## src/rtl/mem_port_arbiter_if.sv

```systemverilog
// -----------------------------------------------------------------------------
// mem_port_arbiter_if
//
// Bundles every handshake and data signal of the shared memory port arbiter:
// the I-cache refill client, the D-cache refill/writeback client and the
// external memory command/data port.
//
// Modports:
//   master - the arbiter. Drives grants, returned data and completions to
//            both caches, plus the memory command and write-data phase.
//   slave  - the environment (caches + memory). Drives requests, write data
//            and the memory ready/read-data responses.
//
// Parameters: ADDR_W (byte address width), DATA_W (beat width).
// -----------------------------------------------------------------------------
interface mem_port_arbiter_if #(
  parameter int ADDR_W = 32,
  parameter int DATA_W = 32
);

  // I-cache client
  logic              ic_req;
  logic [ADDR_W-1:0] ic_addr;
  logic              ic_gnt;
  logic              ic_rvalid;
  logic [DATA_W-1:0] ic_rdata;
  logic              ic_done;

  // D-cache client
  logic              dc_req;
  logic              dc_we;
  logic [ADDR_W-1:0] dc_addr;
  logic [DATA_W-1:0] dc_wdata;
  logic              dc_wready;
  logic              dc_gnt;
  logic              dc_rvalid;
  logic [DATA_W-1:0] dc_rdata;
  logic              dc_done;

  // External memory port
  logic              mem_req;
  logic              mem_we;
  logic [ADDR_W-1:0] mem_addr;
  logic              mem_wvalid;
  logic [DATA_W-1:0] mem_wdata;
  logic              mem_ready;
  logic              mem_rvalid;
  logic [DATA_W-1:0] mem_rdata;

  modport master (
    input  ic_req, ic_addr,
    output ic_gnt, ic_rvalid, ic_rdata, ic_done,
    input  dc_req, dc_we, dc_addr, dc_wdata,
    output dc_wready, dc_gnt, dc_rvalid, dc_rdata, dc_done,
    output mem_req, mem_we, mem_addr, mem_wvalid, mem_wdata,
    input  mem_ready, mem_rvalid, mem_rdata
  );

  modport slave (
    output ic_req, ic_addr,
    input  ic_gnt, ic_rvalid, ic_rdata, ic_done,
    output dc_req, dc_we, dc_addr, dc_wdata,
    input  dc_wready, dc_gnt, dc_rvalid, dc_rdata, dc_done,
    input  mem_req, mem_we, mem_addr, mem_wvalid, mem_wdata,
    output mem_ready, mem_rvalid, mem_rdata
  );

endinterface

```

## src/rtl/mem_port_arbiter.sv

```systemverilog
// -----------------------------------------------------------------------------
// mem_port_arbiter
//
// Shares the single external memory port between the I-cache refill engine
// and the D-cache refill/writeback engine. One line-sized burst is in flight
// at a time; the block sequences command, write-data and read-data phases and
// routes returned data and the completion pulse back to the owning cache.
//
// Ports:
//   clk  - clock, all state updates on the rising edge
//   rst  - asynchronous, active-high reset (abandons any transaction)
//   bus  - mem_port_arbiter_if.master: I-cache, D-cache and memory signals
//
// Parameters:
//   ADDR_W, DATA_W - address / beat widths
//   BURST_LEN      - beats per line transaction (>= 1)
//   MAX_STREAK     - consecutive D grants allowed while I waits (>= 1)
//
// Build option:
//   MEM_ARB_FAIRNESS_EN - when defined, a streak counter lets the I-cache win
//   after MAX_STREAK back-to-back D grants made while I was waiting. When
//   undefined, D always beats I and no streak counter is built.
// -----------------------------------------------------------------------------
module mem_port_arbiter #(
  parameter int ADDR_W     = 32,
  parameter int DATA_W     = 32,
  parameter int BURST_LEN  = 4,
  parameter int MAX_STREAK = 4
) (
  input  logic               clk,
  input  logic               rst,
  mem_port_arbiter_if.master bus
);

  if (BURST_LEN < 1) begin : g_bad_burst_len
    $error("mem_port_arbiter: BURST_LEN must be >= 1");
  end
  if (MAX_STREAK < 1) begin : g_bad_max_streak
    $error("mem_port_arbiter: MAX_STREAK must be >= 1");
  end

  typedef enum logic [2:0] {
    S_IDLE,
    S_CMD,
    S_WRITE,
    S_READ,
    S_DONE
  } state_t;

  typedef enum logic {
    OWN_I,
    OWN_D
  } owner_t;

  // The counter must be able to hold BURST_LEN itself after the final beat.
  localparam int                CNT_W     = $clog2(BURST_LEN + 1);
  localparam logic [CNT_W-1:0]  LAST_BEAT = CNT_W'(BURST_LEN - 1);

  state_t            state_q, state_d;
  owner_t            owner_q;
  logic [ADDR_W-1:0] addr_q;
  logic              we_q;
  logic [CNT_W-1:0]  beat_q;
  logic              first_cmd_q;   // gnt is a pulse on the first CMD cycle only

  logic              grant_i;
  logic              grant_d;
  logic              i_starved;
  logic              beat_evt;

  // ---------------------------------------------------------------------------
  // Arbitration
  // ---------------------------------------------------------------------------
`ifdef MEM_ARB_FAIRNESS_EN
  localparam int STREAK_W = $clog2(MAX_STREAK + 1);

  logic [STREAK_W-1:0] streak_q;

  // Only D grants that overtook a waiting I count toward the streak; the
  // streak can never pass MAX_STREAK because at that value I wins the tie.
  always_ff @(posedge clk or posedge rst) begin
    if (rst) begin
      streak_q <= '0;
    end else if (grant_i) begin
      streak_q <= '0;
    end else if (grant_d) begin
      streak_q <= bus.ic_req ? streak_q + STREAK_W'(1) : '0;
    end
  end

  assign i_starved = (streak_q == STREAK_W'(MAX_STREAK));
`else
  assign i_starved = 1'b0;
`endif

  assign grant_d = (state_q == S_IDLE) && bus.dc_req && !(bus.ic_req && i_starved);
  assign grant_i = (state_q == S_IDLE) && bus.ic_req && !grant_d;

  // ---------------------------------------------------------------------------
  // Next-state logic
  // ---------------------------------------------------------------------------
  // NOTE: every signal assigned in always_comb gets a default first, so no
  // path through the case statement can leave it unassigned and infer a latch.
  always_comb begin
    state_d  = state_q;
    beat_evt = 1'b0;
    unique case (state_q)
      S_IDLE: begin
        if (grant_d || grant_i) state_d = S_CMD;
      end
      S_CMD: begin
        if (bus.mem_ready) state_d = we_q ? S_WRITE : S_READ;
      end
      S_WRITE: begin
        beat_evt = bus.mem_ready;
        if (beat_evt && (beat_q == LAST_BEAT)) state_d = S_DONE;
      end
      S_READ: begin
        beat_evt = bus.mem_rvalid;
        if (beat_evt && (beat_q == LAST_BEAT)) state_d = S_DONE;
      end
      S_DONE: begin
        state_d = S_IDLE;
      end
      default: begin
        state_d = S_IDLE;
      end
    endcase
  end

  // ---------------------------------------------------------------------------
  // State and transaction registers
  // ---------------------------------------------------------------------------
  // NOTE: sequential state uses non-blocking assignments so every register
  // samples the pre-edge values, independent of statement order.
  always_ff @(posedge clk or posedge rst) begin
    if (rst) begin
      state_q     <= S_IDLE;
      owner_q     <= OWN_I;
      addr_q      <= '0;
      we_q        <= 1'b0;
      beat_q      <= '0;
      first_cmd_q <= 1'b0;
    end else begin
      state_q     <= state_d;
      first_cmd_q <= grant_d || grant_i;

      if (grant_d) begin
        owner_q <= OWN_D;
        addr_q  <= bus.dc_addr;
        we_q    <= bus.dc_we;
      end else if (grant_i) begin
        owner_q <= OWN_I;
        addr_q  <= bus.ic_addr;
        we_q    <= 1'b0;          // the I-cache only ever refills
      end

      if (state_q == S_CMD) begin
        beat_q <= '0;
      end else if (beat_evt) begin
        beat_q <= beat_q + CNT_W'(1);
      end
    end
  end

  // ---------------------------------------------------------------------------
  // Outputs: decoded from state and owner so reset clears them immediately,
  // and the non-owner never sees data or completion.
  // ---------------------------------------------------------------------------
  always_comb begin
    bus.ic_gnt     = 1'b0;
    bus.ic_rvalid  = 1'b0;
    bus.ic_rdata   = '0;
    bus.ic_done    = 1'b0;
    bus.dc_gnt     = 1'b0;
    bus.dc_rvalid  = 1'b0;
    bus.dc_rdata   = '0;
    bus.dc_done    = 1'b0;
    bus.dc_wready  = 1'b0;
    bus.mem_req    = 1'b0;
    bus.mem_we     = 1'b0;
    bus.mem_addr   = '0;
    bus.mem_wvalid = 1'b0;
    bus.mem_wdata  = '0;

    unique case (state_q)
      S_CMD: begin
        bus.mem_req  = 1'b1;
        bus.mem_we   = we_q;
        bus.mem_addr = addr_q;
        bus.dc_gnt   = first_cmd_q && (owner_q == OWN_D);
        bus.ic_gnt   = first_cmd_q && (owner_q == OWN_I);
      end
      S_WRITE: begin
        // Only a D owner can reach WRITE, since I transactions force we=0.
        bus.mem_wvalid = 1'b1;
        bus.mem_wdata  = bus.dc_wdata;
        bus.dc_wready  = bus.mem_ready;
      end
      S_READ: begin
        if (owner_q == OWN_D) begin
          bus.dc_rvalid = bus.mem_rvalid;
          bus.dc_rdata  = bus.mem_rvalid ? bus.mem_rdata : '0;
        end else begin
          bus.ic_rvalid = bus.mem_rvalid;
          bus.ic_rdata  = bus.mem_rvalid ? bus.mem_rdata : '0;
        end
      end
      S_DONE: begin
        bus.dc_done = (owner_q == OWN_D);
        bus.ic_done = (owner_q == OWN_I);
      end
      default: begin
      end
    endcase
  end

endmodule

```

## src/flat_wrapper.sv

```systemverilog
// flat-port wrapper written by rule: the top's interface ports become plain ports
module mem_port_arbiter_flat 
#(
  parameter int ADDR_W     = 32,
  parameter int DATA_W     = 32,
  parameter int BURST_LEN  = 4,
  parameter int MAX_STREAK = 4
)
  (clk, rst, bus_ic_req, bus_ic_addr, bus_ic_gnt, bus_ic_rvalid, bus_ic_rdata, bus_ic_done, bus_dc_req, bus_dc_we, bus_dc_addr, bus_dc_wdata, bus_dc_wready, bus_dc_gnt, bus_dc_rvalid, bus_dc_rdata, bus_dc_done, bus_mem_req, bus_mem_we, bus_mem_addr, bus_mem_wvalid, bus_mem_wdata, bus_mem_ready, bus_mem_rvalid, bus_mem_rdata);
  mem_port_arbiter_if #(.ADDR_W(ADDR_W), .DATA_W(DATA_W)) bus_i ();
  input  logic clk;
  input  logic rst;
  input wire logic [$bits(bus_i.ic_req)-1:0] bus_ic_req;
  input wire logic [$bits(bus_i.ic_addr)-1:0] bus_ic_addr;
  output wire logic [$bits(bus_i.ic_gnt)-1:0] bus_ic_gnt;
  output wire logic [$bits(bus_i.ic_rvalid)-1:0] bus_ic_rvalid;
  output wire logic [$bits(bus_i.ic_rdata)-1:0] bus_ic_rdata;
  output wire logic [$bits(bus_i.ic_done)-1:0] bus_ic_done;
  input wire logic [$bits(bus_i.dc_req)-1:0] bus_dc_req;
  input wire logic [$bits(bus_i.dc_we)-1:0] bus_dc_we;
  input wire logic [$bits(bus_i.dc_addr)-1:0] bus_dc_addr;
  input wire logic [$bits(bus_i.dc_wdata)-1:0] bus_dc_wdata;
  output wire logic [$bits(bus_i.dc_wready)-1:0] bus_dc_wready;
  output wire logic [$bits(bus_i.dc_gnt)-1:0] bus_dc_gnt;
  output wire logic [$bits(bus_i.dc_rvalid)-1:0] bus_dc_rvalid;
  output wire logic [$bits(bus_i.dc_rdata)-1:0] bus_dc_rdata;
  output wire logic [$bits(bus_i.dc_done)-1:0] bus_dc_done;
  output wire logic [$bits(bus_i.mem_req)-1:0] bus_mem_req;
  output wire logic [$bits(bus_i.mem_we)-1:0] bus_mem_we;
  output wire logic [$bits(bus_i.mem_addr)-1:0] bus_mem_addr;
  output wire logic [$bits(bus_i.mem_wvalid)-1:0] bus_mem_wvalid;
  output wire logic [$bits(bus_i.mem_wdata)-1:0] bus_mem_wdata;
  input wire logic [$bits(bus_i.mem_ready)-1:0] bus_mem_ready;
  input wire logic [$bits(bus_i.mem_rvalid)-1:0] bus_mem_rvalid;
  input wire logic [$bits(bus_i.mem_rdata)-1:0] bus_mem_rdata;
  assign bus_i.ic_req = bus_ic_req;
  assign bus_i.ic_addr = bus_ic_addr;
  assign bus_ic_gnt = bus_i.ic_gnt;
  assign bus_ic_rvalid = bus_i.ic_rvalid;
  assign bus_ic_rdata = bus_i.ic_rdata;
  assign bus_ic_done = bus_i.ic_done;
  assign bus_i.dc_req = bus_dc_req;
  assign bus_i.dc_we = bus_dc_we;
  assign bus_i.dc_addr = bus_dc_addr;
  assign bus_i.dc_wdata = bus_dc_wdata;
  assign bus_dc_wready = bus_i.dc_wready;
  assign bus_dc_gnt = bus_i.dc_gnt;
  assign bus_dc_rvalid = bus_i.dc_rvalid;
  assign bus_dc_rdata = bus_i.dc_rdata;
  assign bus_dc_done = bus_i.dc_done;
  assign bus_mem_req = bus_i.mem_req;
  assign bus_mem_we = bus_i.mem_we;
  assign bus_mem_addr = bus_i.mem_addr;
  assign bus_mem_wvalid = bus_i.mem_wvalid;
  assign bus_mem_wdata = bus_i.mem_wdata;
  assign bus_i.mem_ready = bus_mem_ready;
  assign bus_i.mem_rvalid = bus_mem_rvalid;
  assign bus_i.mem_rdata = bus_mem_rdata;
  mem_port_arbiter #(.ADDR_W(ADDR_W), .DATA_W(DATA_W), .BURST_LEN(BURST_LEN), .MAX_STREAK(MAX_STREAK)) u_core (.clk(clk), .rst(rst), .bus(bus_i));
endmodule
```

## config.mk

```make
export PLATFORM = sky130hd
export DESIGN_NAME = mem_port_arbiter_flat
export DESIGN_NICKNAME = d
export VERILOG_FILES = /design/src/rtl/mem_port_arbiter_if.sv /design/src/rtl/mem_port_arbiter.sv /design/src/flat_wrapper.sv
export SDC_FILE = /design/constraint.sdc
export NUM_CORES = 1
export LEC_CHECK = 0
export BUFFER_PORTS_ARGS = -buffer_cell sky130_fd_sc_hd__buf_2
export CAP_MARGIN = 0
export CORE_AREA = 4 4 103 105
export CTS_CLUSTER_DIAMETER = 30
export CTS_CLUSTER_SIZE = 10
export DETAILED_ROUTE_END_ITERATION = 10
export DIE_AREA = 0 0 107 109
export PLACE_DENSITY = 0.67
export SYNTH_ARGS = -nofsm -noshare
export SYNTH_HDL_FRONTEND = slang
export SYNTH_SLANG_ARGS = --single-unit
```

## constraint.sdc

```tcl
create_clock -name clk -period 3.5 [get_ports clk]
set_input_delay 0.7 -clock clk [delete_from_list [all_inputs] [get_ports clk]]
set_output_delay 0.7 -clock clk [all_outputs]
set_load 0.02 [all_outputs]
```

== Yosys cells after proc, flatten, opt, wreduce, memory -nomap -nowiden ==
Cells that the tools add are included.
Operators by class
  add/subtract/negate cells: 1
  equality and inequality tests: 9
  mux-type cells: 33
  bitwise gates (word level): 1
  reduce and logical (&&, ||, !) cells: 13
Operators with widths (number)
  32-bit 2-to-1 mux: 9
  3-bit 2-to-1 mux: 6
  1-bit 2-to-1 mux: 16
  3-bit case mux with 4 select lines: 1
  3-bit by 2-bit equality test with 1-bit output, second input constant: 3
  1-bit logical AND: 7
  2-bit by 1-bit inequality test with 1-bit output, second input constant: 2
  2-bit inequality test, second input constant: 2
  4-bit AND reduction: 1
  2-bit nonzero test: 2
  3-bit by 1-bit adder with 3-bit output, second input constant: 1
  3-bit by 1-bit equality test with 1-bit output, second input constant: 1
  3-bit equality test, second input constant: 1
  3-bit zero test: 1
  1-bit case mux with 2 select lines: 1
  1-bit zero test: 1
  1-bit logical OR: 1
  1-bit NOT: 1
Word-level totals
  flip-flop bits (word level): 41
  input port bits: 135
  word-level logic and storage cells: 63

== Longest topological paths before layout ==
Gate-level depths: netlist (run 1).
  word-level depth: 7
  gate-level depth with buffers: 6
  depth with buffers taken out: 5

== Least setup slack after synthesis (run 1) ==
Ideal clock, no wire load.
  kind: register to output
  from: register u_core.state_q[2]
  to: output bus_ic_gnt
  arrival time: 1.527 ns
  data required time: 2.800 ns
  slack: 1.273 ns
  cell stages (with the launch flop): 6
  buffers on the path: 2
  path through: dfrtp_1 buf_2 nor3b_1 clkbuf_1 nand2_1 nor2_1
Between the ends
  cells in the longest elaborated chain, start to end: 2
RTL lines
  start: declaration: line mem_port_arbiter.sv:59  | state_t state_q, state_d;
  start signal: assignment: line mem_port_arbiter.sv:145  | state_q <= state_d;
  3-bit by 1-bit equality test with 1-bit output: line mem_port_arbiter.sv:186  | unique case (state_q)
  1-bit 2-to-1 mux: line mem_port_arbiter.sv:186
  end: declaration: line flat_wrapper.sv:15  | output wire logic [$bits(bus_i.ic_gnt)-1:0] bus_ic_gnt;
No other way between the ends.

== Final worst setup path (run 1) ==
  from: register u_core.state_q[1]
  to: output bus_ic_rdata[16]
Between the ends
  cells in the longest elaborated chain, start to end: 2
RTL lines
  3-bit by 2-bit equality test with 1-bit output: line mem_port_arbiter.sv:186
  32-bit 2-to-1 mux: line mem_port_arbiter.sv:186
  end: declaration: line flat_wrapper.sv:17  | output wire logic [$bits(bus_i.ic_rdata)-1:0] bus_ic_rdata;
No other way between the ends.

==> metrics, run 1 <==
status=finished, final reports clean; NumNets Final=732; Worst Tran Pin Value=1.23 ns; Final setup viols=0; PD cells=678 mW/mm2; Worst IR Drop VDD=0.000236 V; clock buffer count from CTS=5; area growth from synthesis to layout=54.7%; combinational power share=58.4%; min cycle time layout=2.92 ns; top cell type's share of synthesized area=36.3%; most frequent cell after synthesis=and2_1; number of global-route vias before repair=3097; P_int=1.60 mW; Initial Util=29.3%; Fmax=0.343 GHz; layout cells sized above 1=49.5%; CTS root buffer=clkbuf_8; CP Data Required Time=2.80 ns; GP Congestion=0.804; final hold violations=0; CTS hold repair buffers=0; Final WS setup=0.585 ns; CTS resizes=0; Mapped Nets=479; Via density=4.65; drt drc=0; first-pass GRT wire length=16700 um; Util after Layout=45.4%; # IOs=273; clk sinks=41; CP endpoint kind=output port; Worst-path clk slew=0.08 ns; Mapped Area=0.00283 mm2; Pleak=2.50 nW; worst-skew pair later-pin latency=0.29 ns; critical path fanouts, max=33; commonest cells in the netlist=130 x and2_1, 41 x dfrtp_1, 36 x o21ai_0; Power Total=2.96 mW; # rows=36; Main synth FF type=dfrtp_1; initial antenna violation count=4; Max Cap Viol=0; Arr. time, crit path=2.22 ns; Slew headroom=18.0%; Synth area leader=dfrtp_1; GR Overflow Total=0; Clk pwr share=13.4%; Filler cells=999; post-place setup slack=0.772 ns; Seq pwr share=28.2%; via count=3388; Die Y-Extent=109 um; Final ANT Viol Nets=0; Synth Instances=342; final instance area=0.00437 mm2; DRT iter0 DRCs=192; period utilization=83.3%; I/O Buffers=272; FFs w/ async S/R, synth=100%; Post-Syn Area per Cell=8.26 um2; critical path type=reg2out; Setup Skew=0.00466 ns; diodes inserted=0; CTS tree=built; H-tree levels=2; Slew Limit Fails=0; Post-synth EDFFs=0; Post-Place Cell Area=0.00426 mm2; Synth warnings=0; Horiz. Die Dim=107 um; area of the core=0.00964 mm2; switching part of the total=46.2%; Distinct cells, synth=33; Total Wirelength=11700 um; Worst Hold Class=reg2reg; clock buffer depth=2; Die ar.=0.0117 mm2; Seq/Total Area, Yosys=36.3%; number of synthesized register bits=41; drt wl/cell=16.1 um; HPWL after DPL=9430 um; Post-CTS Setup Repair Bufs=0; Switching Power=1.37 mW; crit path launch type=flip-flop; RSZ-0062 raised after global routing=no; GRT Util Overall=18.4%; First-pass DRT Iterations=4; Sum Neg Setup Slack=0 ns; ranking of synthesized cells by area=dfrtp_1 36%, and2_1 29%, o22ai_1 7.1%, o21ai_0 6.4%, o21ai_1 5.1%; largest net degree at the start of global routing=42
power groups by stage:
stage          Combinational, mW  Sequential (mW)  Clock, mW
3_3_place_gp                1.71            0.836          0
4_1_cts                     1.75            0.838      0.409
2_1_floorplan               1.27            0.773          0
6_report                    1.73            0.837      0.397
3_5_place_dp                1.75            0.847          0
5_1_grt                     1.90            0.873      0.426
sequential cells by signal, summed over array words and instances (netlist names):
name	cells
u_core.addr_q	32
u_core.beat_q	3
u_core.first_cmd_q	1
u_core.owner_q	1
u_core.state_q	3
u_core.we_q	1
worst max-delay path, stage by stage, from the launching register on:
cell and delay [ns]:
dfrtp_1 0.58, nor2b_1 0.23, and4b_1 0.73, and2_1 0.23, buf_2 0.16
path summary, 6_finish.rpt:
kind	to	slack (ns)	cells past startpoint	startpoint
min in group asynchronous	u_core.addr_q[28]	0.55	3	rst
max in group asynchronous	u_core.addr_q[18]	2.59	3	rst
worst min register to register	u_core.addr_q[11]	0.51	2	u_core.addr_q[11]
worst max-delay path	bus_ic_rdata[16]	0.58	4	u_core.state_q[1]
worst min-delay path	u_core.addr_q[11]	0.51	2	u_core.addr_q[11]
worst max register to register	u_core.addr_q[18]	1.01	3	u_core.state_q[0]
cells in the final DEF, fill, tap and decap left out, types with 2 or more instances in the layout:
cell type,instances
nor2_1,3
a31oi_1,2
inv_1,4
nor3_1,2
o22ai_1,32
nor2b_1,2
and3_1,2
o21ai_0,36
nand2_1,3
and2_1,130
mux2_2,4
nor3b_2,2
buf_4,6
dfrtp_1,41
o21ai_1,29
ha_1,2
nand2b_1,2
buf_2,272
clkbuf_8,6
kinds of logic after synthesis:
| kind of cell | after synthesis | synth area share, % |
|---|---|---|
| AO/OA/AOI/OAI | 104 | 20.5 |
| multiplexers | 4 | 1.59 |
| AND/OR/NAND/NOR | 154 | 34.7 |
| buffers and inverters | 37 | 6.02 |
| adder cells (fa/ha/maj) | 2 | 0.885 |
| flip-flops | 41 | 36.3 |
final cells by class:
| cell class | instances | area [um2] | share of cell area [%] |
|---|---|---|---|
| Timing Repair Buffer | 278 | 1410 | 32.2 |
| Clock buffer | 7 | 86.3 | 1.97 |
| Clock inverter | 1 | 30.0 | 0.687 |
| Tap cell | 133 | 166 | 3.81 |
| Multi-Input combinational cell | 264 | 1640 | 37.5 |
| Sequential cell | 41 | 1030 | 23.5 |
| Inverter | 5 | 18.8 | 0.429 |
layer usage:
metal | global-route usage, % | routed length, um | part of all wire [%] | vias to the layer above
li1 | - | - | - | 1665
met1 | 23.1 | 4710 | 40 | 1556
met2 | 32.7 | 5970 | 51 | 150
met3 | 4.44 | 949 | 8.1 | 13
met4 | 3.11 | 74 | 0.63 | 4
met5 | 0 | 27 | 0.23 | -
per-stage QoR:
step	std cells	hold slack (ns)
floorplan	342	0.461
global placement	721	0.486
detailed placement	721	0.496
CTS	729	0.513
global route	729	0.539
finish	729	0.507
Power figures use the tool's default switching activity.
==> inputs of run 2 (changes only) <==
Settings changed: ABC_AREA set to 1, CORE_AREA 4 4 103 105 to not set, CORE_ASPECT_RATIO set to 0.7, CORE_MARGIN set to 4, CORE_UTILIZATION set to 35, DIE_AREA 0 0 107 109 to not set, PLACE_DENSITY 0.67 to 0.77.
Clock period 3.5 ns to 2.5 ns, I/O delays scaled along.
==> run 2 against run 1 <==
Net effect:
- worst setup slack worse by 0.34 ns
- combinational power up 43%
- sequential power up 35%
- synthesized area up 14%
- routed wire length up 0.45%
- via count up 19%
- cell count up 34%
- synthesized cell count up 73%
- clock skew down 0.0020 ns
- non-clock buffer count up 2
- core utilization up 9.7 points
- largest cell class unchanged
- largest power group unchanged
==> metrics, run 2 <==
# IOs=273 (unchanged); Horiz. Die Dim=122 um (+14%); worst reg2reg startpoint=u_core.state_q[0]; DRT iter0 DRCs=257 (+34%); RSZ-0062 raised after global routing=no; critical path fanouts, max=32 (-3.0%); CTS tree=built; Sum Neg Setup Slack=0 ns (unchanged); crit path launch type=flip-flop; post-place setup slack=0.565 ns (-0.207 ns); CTS hold repair buffers=0 (unchanged); NumNets Final=991 (+35%); commonest cells in the netlist=204 x nor2_1, 150 x inv_1, 147 x nand2_1; CTS resizes=0 (unchanged); layout cells sized above 1=34.4% (-15 points); Synth warnings=0 (unchanged); PD cells=887 mW/mm2 (+31%); FFs w/ async S/R, synth=100% (unchanged); Pleak=3.58 nW (+43%); Die ar.=0.0108 mm2 (-7.5%); number of global-route vias before repair=3581 (+16%); status=finished, final reports clean; HPWL after DPL=9460 um (+0.25%); Synth area leader=dfrtp_1; GRT Util Overall=19.9% (+1.5 points); most frequent cell after synthesis=nor2_1; area of the core=0.00869 mm2 (-9.9%); Largest Register=u_core.addr_q; Slew Limit Fails=0 (unchanged); CTS root buffer=clkbuf_16; I/O Buffers=272 (unchanged); Seq pwr share=26.7% (-1.5 points); GR Overflow Total=0 (unchanged); min cycle time layout=2.26 ns; ranking of synthesized cells by area=dfrtp_1 32%, nor2_1 24%, inv_1 18%, nand2_1 17%, buf_2 2.3%; clk sinks=41 (unchanged); final hold violations=0 (unchanged); largest net degree at the start of global routing=65 (+55%); Clk pwr share=14.8% (+1.4 points); First-pass DRT Iterations=6 (+2); Main synth FF type=dfrtp_1; clock buffer depth=2 (unchanged); Mapped Nets=730 (+52%); critical path type=reg2out; clock buffer count from CTS=5 (unchanged); Arr. time, crit path=1.76 ns (-0.46 ns); Worst Setup SP=u_core.state_q[2]; top cell type's share of synthesized area=32.0% (-4.3 points); P_int=2.13 mW (+34%); Final setup viols=0 (unchanged); Synth Instances=593 (+73%); Slew headroom=65.1% (+47 points); Power Total=4.24 mW (+43%); area growth from synthesis to layout=49.0%; commonest non-fill, non-tap cell in the layout=buf_2; Distinct cells, synth=16 (-52%); CP endpoint kind=output port; Initial Util=36.9% (+7.6 points); max reg flops=32 (unchanged); worst-skew pair later-pin latency=0.28 ns (about the same); first-pass GRT wire length=17100 um (+2.5%); diodes inserted=0 (unchanged); Worst Hold Class=in2async; Final ANT Viol Nets=0 (unchanged); reg2reg path depth=8 (+5); top flop regs=u_core.addr_q (32), u_core.beat_q (3), u_core.state_q (3); Worst-path clk slew=0.06 ns (-0.02 ns); Util after Layout=55.1% (+9.7 points); Post-synth EDFFs=0 (unchanged); Setup Skew=0.00265 ns (-0.00200 ns); switching part of the total=49.8% (+3.6 points); # rows=28 (-22%); Final WS setup=0.243 ns (-0.341 ns); Fmax=0.443 GHz; initial antenna violation count=2 (-2); Via density=4.12 (-11%); Worst Tran Pin Value=0.523 ns (-0.707 ns); Post-Syn Area per Cell=5.41 um2 (-35%); via count=4019 (+19%); Max Cap Viol=0 (unchanged); Die Y-Extent=88.1 um (-19%); combinational power share=58.5% (about the same); Min Hold Slack=0.327 ns (-0.180 ns); Mapped Area=0.00321 mm2 (+14%); number of synthesized register bits=41 (unchanged); drt drc=0 (unchanged); GP Congestion=0.864 (+7.4%); Total Wirelength=11800 um (+0.45%); H-tree levels=2 (unchanged); Worst IR Drop VDD=0.000447 V (+89%); Switching Power=2.11 mW (+54%); Post-CTS Setup Repair Bufs=0 (unchanged); most frequent cells in the layout=272 x buf_2, 204 x nor2_1, 149 x inv_1; Seq/Total Area, Yosys=32.0% (-4.3 points); CP Data Required Time=2.00 ns (-0.80 ns); drt wl/cell=12.1 um (-25%); period utilization=90.3%
[run 2: cell count changes after synthesis, moves of 4 or more]
| cell | change |
|---|---|
| and2_1 | -130 |
| buf_2 | +9 |
| clkbuf_1 | -17 |
| inv_1 | +145 |
| mux2_2 | -4 |
| nand2_1 | +144 |
| nand3_1 | +6 |
| nor2_1 | +200 |
| o21ai_0 | -28 |
| o21ai_1 | -29 |
| o22ai_1 | -32 |
[run 2: final cells by class]
type | instances | area, um2
clock inverter | 3 | 21.3
fill | 946 | 3910
sequential | 41 | 1030
clock buffer | 5 | 125
timing repair buffer | 280 | 1430
multi-input combinational | 373 | 1450
tap | 120 | 150
inverter | 153 | 574
[run 2: final timing paths]
check	end	slack, ns
hold / removal	u_core.addr_q[7]	0.33
setup / recovery	bus_mem_wdata[26]	0.24
max in group asynchronous	u_core.addr_q[5]	1.80
hold reg to reg	u_core.addr_q[11]	0.48
setup reg to reg	u_core.addr_q[26]	1.08
min in group clk	u_core.we_q	0.47
[run 2: per-stage QoR]
step | area, um2 | std cells
after floorplan | 3210 | 593
after global placement | 4640 | 967
after detailed placement | 4640 | 967
after CTS | 4780 | 975
after global routing | 4780 | 975
final | 4780 | 975
[run 2: worst max-delay path: stages, from the launching register on]
cell and delay, ns:
dfrtp_1 0.42, inv_2 0.12, nand2_1 0.07, nor2_1 0.25, inv_2 0.26, nor2_1 0.17
buf_2 0.19
[run 2: routing by layer]
metal / GRT usage, % / vias to the layer above / wire length (um)
li1: - / 2146 / -
met1: 25.9 / 1710 / 4950
met2: 33.3 / 148 / 5460
met3: 5.87 / 11 / 1260
met4: 3.76 / 4 / 87
met5: 0 / - / 21
[run 2: power groups by stage]
stage	logic (mW)	clock network, mW	registers, mW
after global placement	2.48	0	1.13
after floorplan	1.82	0	1.10
after global routing	2.79	0.674	1.17
after CTS	2.51	0.649	1.13
after detailed placement	2.50	0	1.14
final	2.48	0.627	1.13
[run 2: cells by family (layout without fill, tap and decap cells)]
| family | after synthesis | count (layout) | share of synthesized area, % |
|---|---|---|---|
| AO/OA/AOI/OAI | 10 | 10 | 1.64 |
| flip-flops | 41 | 41 | 32.0 |
| buffers and inverters | 179 | 441 | 22.9 |
| AND/OR/NAND/NOR | 361 | 361 | 42.7 |
| adder cells (fa/ha/maj) | 2 | 2 | 0.780 |
